`src/rtl/sn74xx_pkg.sv`:
```
// Shared definitions for the clocked gate array: function codes, sequencer
// states and the supply qualification helper.
package sn74xx_pkg;

  localparam logic [2:0] MODE_NOR  = 3'd0;
  localparam logic [2:0] MODE_NAND = 3'd1;
  localparam logic [2:0] MODE_AND  = 3'd2;
  localparam logic [2:0] MODE_OR   = 3'd3;
  localparam logic [2:0] MODE_XOR  = 3'd4;
  localparam logic [2:0] MODE_XNOR = 3'd5;

  typedef enum logic [1:0] {
    ST_OFF  = 2'd0,
    ST_RAMP = 2'd1,
    ST_ON   = 2'd2
  } seq_state_e;

  // A floating or unknown pin is treated as no supply.
  function automatic logic supply_ok(input logic vcc, input logic gnd);
    return (vcc === 1'b1) && (gnd === 1'b0);
  endfunction

endpackage

```
`src/rtl/sn74xx_por_seq.sv`:
```
// Power-up sequencer: qualifies the supply pins, counts valid cycles and
// grants output updates once the ramp has completed.
module sn74xx_por_seq
  import sn74xx_pkg::*;
#(
  parameter int POR_CYCLES = 8
) (
  input  logic clk,
  input  logic rst,
  input  logic vcc,
  input  logic gnd,
  output logic upd_en,
  output logic power_good
);

  localparam int CW = (POR_CYCLES > 0) ? $clog2(POR_CYCLES + 1) : 1;
  localparam logic [CW-1:0] CNT_LAST = CW'(POR_CYCLES - 1);
  localparam logic [CW-1:0] CNT_SAT  = {CW{1'b1}};

  seq_state_e    state_q;
  logic [CW-1:0] cnt_q;
  logic          pg_q;
  logic          ok;

  assign ok         = supply_ok(vcc, gnd);
  // An edge in ON with a good supply is the only edge that moves y.
  assign upd_en     = (state_q == ST_ON) && ok;
  assign power_good = pg_q;

  always_ff @(posedge clk) begin
    if (rst) begin
      state_q <= ST_OFF;
      cnt_q   <= '0;
      pg_q    <= 1'b0;
    end else begin
      pg_q <= upd_en;
      case (state_q)
        ST_OFF: begin
          cnt_q <= '0;
          if (ok) state_q <= (POR_CYCLES == 0) ? ST_ON : ST_RAMP;
        end
        ST_RAMP: begin
          if (!ok) begin
            state_q <= ST_OFF;
            cnt_q   <= '0;
          end else if (cnt_q == CNT_LAST) begin
            state_q <= ST_ON;
          end else if (cnt_q != CNT_SAT) begin
            cnt_q <= cnt_q + CW'(1);
          end
        end
        ST_ON: begin
          if (!ok) begin
            state_q <= ST_OFF;
            cnt_q   <= '0;
          end
        end
        default: begin
          state_q <= ST_OFF;
          cnt_q   <= '0;
        end
      endcase
    end
  end

endmodule

```
`src/rtl/sn74xx_gate_array.sv`:
```
// CHANNELS gates of INPUTS inputs each with a runtime-selected function;
// outputs are registered and only refreshed while the sequencer is ON.
module sn74xx_gate_array
  import sn74xx_pkg::*;
#(
  parameter int CHANNELS   = 4,
  parameter int INPUTS     = 2,
  parameter int POR_CYCLES = 8
) (
  input  logic                         clk,
  input  logic                         rst,
  input  logic                         vcc,
  input  logic                         gnd,
  input  logic [2:0]                   mode,
  input  logic [CHANNELS*INPUTS-1:0]   a,
  output logic [CHANNELS-1:0]          y,
  output logic                         power_good
);

  logic                upd_en;
  logic [CHANNELS-1:0] y_d;
  logic [CHANNELS-1:0] y_q;

  sn74xx_por_seq #(.POR_CYCLES(POR_CYCLES)) u_seq (
    .clk        (clk),
    .rst        (rst),
    .vcc        (vcc),
    .gnd        (gnd),
    .upd_en     (upd_en),
    .power_good (power_good)
  );

  for (genvar c = 0; c < CHANNELS; c++) begin : g_ch
    logic [INPUTS-1:0] in_c;
    logic              f_c;

    assign in_c = a[c*INPUTS +: INPUTS];

    always_comb begin
      f_c = 1'b0;
      case (mode)
        MODE_NOR:  f_c = ~(|in_c);
        MODE_NAND: f_c = ~(&in_c);
        MODE_AND:  f_c = &in_c;
        MODE_OR:   f_c = |in_c;
        MODE_XOR:  f_c = ^in_c;
        MODE_XNOR: f_c = ~(^in_c);
        default:   f_c = 1'b0;
      endcase
    end

    assign y_d[c] = f_c;
  end

  always_ff @(posedge clk) begin
    if (rst)         y_q <= '0;
    else if (upd_en) y_q <= y_d;
  end

  assign y = y_q;

endmodule

```
`config.mk`:
```
export PLATFORM = sky130hd
export DESIGN_NAME = sn74xx_gate_array
export DESIGN_NICKNAME = d
export VERILOG_FILES = /design/src/rtl/sn74xx_pkg.sv /design/src/rtl/sn74xx_por_seq.sv /design/src/rtl/sn74xx_gate_array.sv
export SDC_FILE = /design/constraint.sdc
export NUM_CORES = 1
export LEC_CHECK = 0
export CAP_MARGIN = 40
export CORE_MARGIN = 2
export CORE_UTILIZATION = 48
export CTS_CLUSTER_DIAMETER = 120
export DETAILED_ROUTE_END_ITERATION = 16
export MAX_ROUTING_LAYER = met4
export PLACE_DENSITY_LB_ADDON = 0.2
export SYNTH_ARGS = -nofsm -noshare
export SYNTH_HDL_FRONTEND = slang
export SYNTH_HIERARCHICAL = 1
export SYNTH_SLANG_ARGS = --single-unit
```
`constraint.sdc`:
```
create_clock -name clk -period 2.09 [get_ports clk]
set_clock_uncertainty 0.15 [all_clocks]
set_input_delay 0.418 -clock clk [delete_from_list [all_inputs] [get_ports clk]]
set_output_delay 0.418 -clock clk [all_outputs]
set_load 0.02 [all_outputs]
```
==> results.toml <==
[yosys]
seq_area_frac_synth_pct = 26.11
synth-edff-count = 0
yosys.area.top_type_share_pct = 26.11
yosysUniqueCellTypes = 34
syn_inst = 103
ys_ff_latch = 11
ys.flop_type = "dfxtp_1"
async_flop_share_pct = 0
synthTopCellsByCount = "dfxtp_1 (11), nor2b_1 (11), ha_1 (9), inv_1 (9)"
syn_nets = 127
yosysWarningCount = 6
synth_top_cell_by_area = "dfxtp_1"
syn_area_per_cell_um2 = 8.187
ys_top_cells_by_area = "dfxtp_1 (26%), ha_1 (13%), nor2b_1 (8.2%), a311oi_1 (4.2%), xor2_1 (4.2%)"
syn_area_um2 = 843.3

[cts]
cts.htree.levels = 1
path_clk_slew_ns = 0.06
cts_tree = "built"
postCtsSetupRepairBufs = 0
cts-resized-gates = 0
numCtsBuffers = 3
hold_buffers = 0
cts-root-buf = "clkbuf_4"
insertion_delay_ns = 0.26
clock_tree.buffer_depth = 2
clock_sinks = 11

[setup_path]
slowest_delay_ns = 0.61
worstPathCellList = "clkdlybuf4s50_1"
cp_max_fo = 2
slowest_stage = "clkdlybuf4s50_1"
reg2regPathDepth = 4
worstPathRequired_ns = 1.52
r2r_slack_ns = 0.36
path_buf_inv = 1
cp.arrival_ns = 1.20
critPathTopFamily = "buffers and inverters"
r2r-start = "u_seq/cnt_q[0]"
crit_type = "register to output pin"
critPathLaunchType = "register"
reg2reg_to = "u_seq/cnt_q[3]"
crit_path_end_kind = "output pin"

[placed_design]
pre_cts_ws_ns = 0.05170
place.port_buffers = 19
dp.cells = 141
gp_congestion = 0.7727
placed_area_mm2 = 0.001070
hpwl_um = 1264

[timing]
fin_ws_ns = 0.3226
report.final.slew_viol_count = 0
max_clock_freq_mhz = 565.8
period_minus_slack_ns = 1.767
worstMarginPinSlew_ns = 0.2865
relSlewSlack_pct = 80.86
finalSetupTns_ns = 0
setup_viol = 0
finalHoldViolCount = 0
holdWs_ns = 0.3454
grt_setup_unrepaired = "no"
final.period_utilization_pct = 84.56

[detailed_routing]
wl_per_cell_um = 10.17
drt_iter0_drc = 12
antenna_left = 0
drc = 0
avgViaCountPerCell = 5.462
via_count = 792
dr.pass1.iters = 4
wl_um = 1474

[grt]
grt_pass1_vias = 688
antenna_found_initial = 0
global_route.peak_usage_layer = "met2"
grt_use_met3_pct = 2.381
use_met1_pct = 17.73
grt_max_degree = 11
met2_usage_pct = 30.56
globalRouteOverflowTotal = 0
grt_pass1_wl_um = 2573
grt_usage_pct = 16.78

[min_path]
whs_path_depth = 2
hp-start = "u_seq/cnt_q[3]"
hold_class = "register to register"
min_to = "u_seq/cnt_q[3]"

[outcome]
outcome = "finished clean"

[power]
ir_drop_uv = 188.5
clockPowerShare_pct = 30.8
power.total_uw = 439.8
switchingPower_uw = 102.2
seqPwrFrac_pct = 48.1
p_leak_nw = 0.4485
p_sw_share_pct = 23.23
combPwrFrac_pct = 21.1
internal_power_uw = 337.6
pwr_density_cell_mw_per_mm2 = 401.3

[job]
max-cap-violations = 0

[layout]
num-fill-cells = 156
antenna_cells = 0
final_cell_area_mm2 = 0.001096
layoutNonFillerInstCount = 145
utilization_pct = 64.89
fin_nets = 153
area_growth_pct = 29.97
post_route_cells_drive_above_1_share_pct = 7.813

[floorplan]
row_count = 15
dieArea_mm2 = 0.002108
fp.dieH_um = 45.92
core_area_mm2 = 0.001689
initial_utilization_pct = 49.93
pin_count = 20
dieWidth_um = 45.92
[power groups by stage]
stage / clock [mW] / combinational, mW / sequential, mW
floorplan: 0 / 0.0501 / 0.216
global placement: 0 / 0.0911 / 0.216
detailed placement: 0 / 0.0937 / 0.216
CTS: 0.143 / 0.0941 / 0.211
global route: 0.161 / 0.105 / 0.211
finish: 0.135 / 0.0929 / 0.212
[state kept, by name (all words and copies together) (netlist names)]
register          count
u_seq/state_q         2
u_seq/cnt_q           4
u_seq/power_good      1
y                     4
[how the worst max path moves through the flow]
| stage | startpoint | to | slack, ns | depth (start not counted) |
|---|---|---|---|---|
| final | y[2] | y[2] | 0.32 | 1 |
| after global routing | vcc | y[3] | 0.18 | 5 |
| after CTS | y[3] | y[3] | 0.31 | 1 |
| after detailed placement | vcc | y[3] | 0.05 | 5 |
| after global placement | vcc | y[3] | 0.10 | 5 |
| after floorplan | u_seq/state_q[0] | y[1] | 0.44 | 5 |
[logic make-up after synthesis]
family,Yosys count,synth area share (%)
AND/OR/NAND/NOR,44,30.57
AO/OA/AOI/OAI,22,17.66
buffers and inverters,11,5.786
flip-flops,11,26.11
XOR/XNOR,4,4.154
multiplexers,2,2.374
adder cells (fa/ha/maj),9,13.35
[layout by cell type, fill, tap and decap left out, drive strengths merged, types with 5 or more instances in the layout]
cell,instances
dfxtp,11
a21oi,5
nand2,7
nor2,7
inv,9
ha,9
clkdlybuf4s50,19
o21ai,5
nor2b,11
[routing by layer]
metal	up-vias	wire length (µm)	share of wire, %
li1	413	-	-
met1	370	642	44
met2	9	807	55
met3	0	24	1.6
met4	0	0	0
met5	-	0	0
[layout make-up]
cell class	instances	area, µm²	area share [%]
Clock buffer	4	26.28	2.397
Sequential cell	11	220.2	20.09
Timing Repair Buffer	23	220.2	20.09
Tap cell	17	21.27	1.941
Multi-Input combinational cell	81	574.3	52.40
Inverter	9	33.78	3.082
Power figures use the tool's default switching activity.
==> RTL edit, RTL diff (same flow settings) <==
The parameter `INPUTS` goes from 2 to 1.
--- a/src/rtl/sn74xx_gate_array.sv
+++ b/src/rtl/sn74xx_gate_array.sv
@@ -6,3 +6,3 @@
   parameter int CHANNELS   = 4,
-  parameter int INPUTS     = 2,
+  parameter int INPUTS     = 1,
   parameter int POR_CYCLES = 8
Interface: changed (resized a); port bits go from 20 to 16. No check against the original RTL was run, so the function may have changed too.
==> RTL edit against the original RTL <==
  * Total power shrank 13%
  * Synthesized area shrank 34%
  * Worst hold slack gained 0.0029 ns
  * Wire length shrank 16%
  * Setup slack lost 0.053 ns
  * Non-clock buffer count shrank 7
  * Register-to-register slack lost 0.09 ns
  * First-iteration DRC count shrank 42%
  * Sequential cell count is the same
  * Cell area shrank 31%
  * Largest cell class unchanged
  * Highest routed layer is now met4
==> RTL edit: results (changes against the original RTL) <==
share of cells above drive strength 1 -> 15.2% (+7.4 points)
status -> complete, no violations
terminating pin of the worst hold path -> y[2]
sequential area share after synthesis -> 39.5% (+13 points)
pin count of the biggest net entering global routing -> 9 (-2)
first-pass GRT wire length -> 2140 um (-17%)
switching share of power -> 20.2% (-3.1 points)
total track usage -> 21.8% (+5.0 points)
hold path startpoint -> y[2]
worst IR drop on VDD -> 0.221 mV (+17%)
relative area of non-clock buffer cells in the final design -> 20.9% (+0.77 points)
multi-input gates -> 48 (-41%)
drt total wl -> 1240 um (-16%)
internal reg-to-reg setup slack -> 0.27 ns (-0.09 ns)
synthesized netlist net count -> 72 (-43%)
distinct cell type count of the synthesized netlist -> 27 (-21%)
Synth area leaders -> sky130_fd_sc_hd__dfxtp_1 (39%), sky130_fd_sc_hd__nand3b_1 (6.7%), sky130_fd_sc_hd__nand2b_2 (6.3%)
cell area after placement -> 729 um2 (-32%)
non-filler cells, final -> 93 (-36%)
reported clock group power -> 0.000140 W (+4%)
list of most frequent post-synthesis cells -> sky130_fd_sc_hd__dfxtp_1 (11), sky130_fd_sc_hd__a31oi_1 (5), sky130_fd_sc_hd__nand3b_1 (5), sky130_fd_sc_hd__nand2b_2 (4), sky130_fd_sc_hd__o21ai_1 (4)
Vias/cell -> 5.53 (+1.2%)
Layout Nets -> 92 (-40%)
count of input and output buffers -> 15 (-4)
clk cell area share -> 3.48% (+1.1 points)
number of rows in the core area -> 12 (-3)
slew at the pin closest to its max-slew limit -> 0.385 ns (+0.0987 ns)
cell class contributing the biggest share of worst-path delay -> simple AND/OR/NAND/NOR gates
slowest cell on the critical path -> sky130_fd_sc_hd__or4b_1
fraction of area in registers -> 29.1% (+9.0 points)
Comb power frac -> 8.3% (-13 points)
fraction of standard cell area in multi-input logic -> 44.2% (-8.2 points)
Critical Path Start -> u_seq/cnt_q[0]
highest net fanout along the worst path -> 7 (+5)
Power Density -> 507 nW/um2 (+26%)
number of ordinary inverters in the final layout -> 0 (-9)
FILL cells -> 90 (-42%)
Repair and plain buffers -> 16 (-30%)
leakage power -> 0.248 nW (-45%)
worst setup timing slack at the placement stage -> 0.0818 ns (+0.0301 ns)
Detailed Route Iter0 Violations -> 7 (-5)
Worst Path Arrival -> 1.85 ns (+0.65 ns)
-- RTL edit: cells by family after synthesis --
family / share of synthesized area (%)
and+or+nand+nor: 39.2
AOI/OAI and AO/OA: 18.4
DFF: 39.5
buffers and inverters: 0.672
adders and majority gates: 2.24
-- RTL edit: metal layers --
| layer | GRT usage, % | vias up | wire length [um] |
|---|---|---|---|
| met5 | - | - | 0 |
| met4 | 8.04 | 0 | 4 |
| met3 | 3.49 | 2 | 51 |
| met2 | 39.4 | 14 | 682 |
| met1 | 23.7 | 235 | 499 |
| li1 | - | 263 | - |
-- RTL edit: worst max-delay path by stage --
| stage | end | slack (ns) |
|---|---|---|
| after floorplan | u_seq/cnt_q[3] | 0.48 |
| after CTS | u_seq/cnt_q[3] | 0.27 |
| after global placement | y[1] | 0.15 |
| final | u_seq/cnt_q[3] | 0.27 |
| after detailed placement | y[3] | 0.08 |
| after global routing | u_seq/cnt_q[3] | 0.20 |
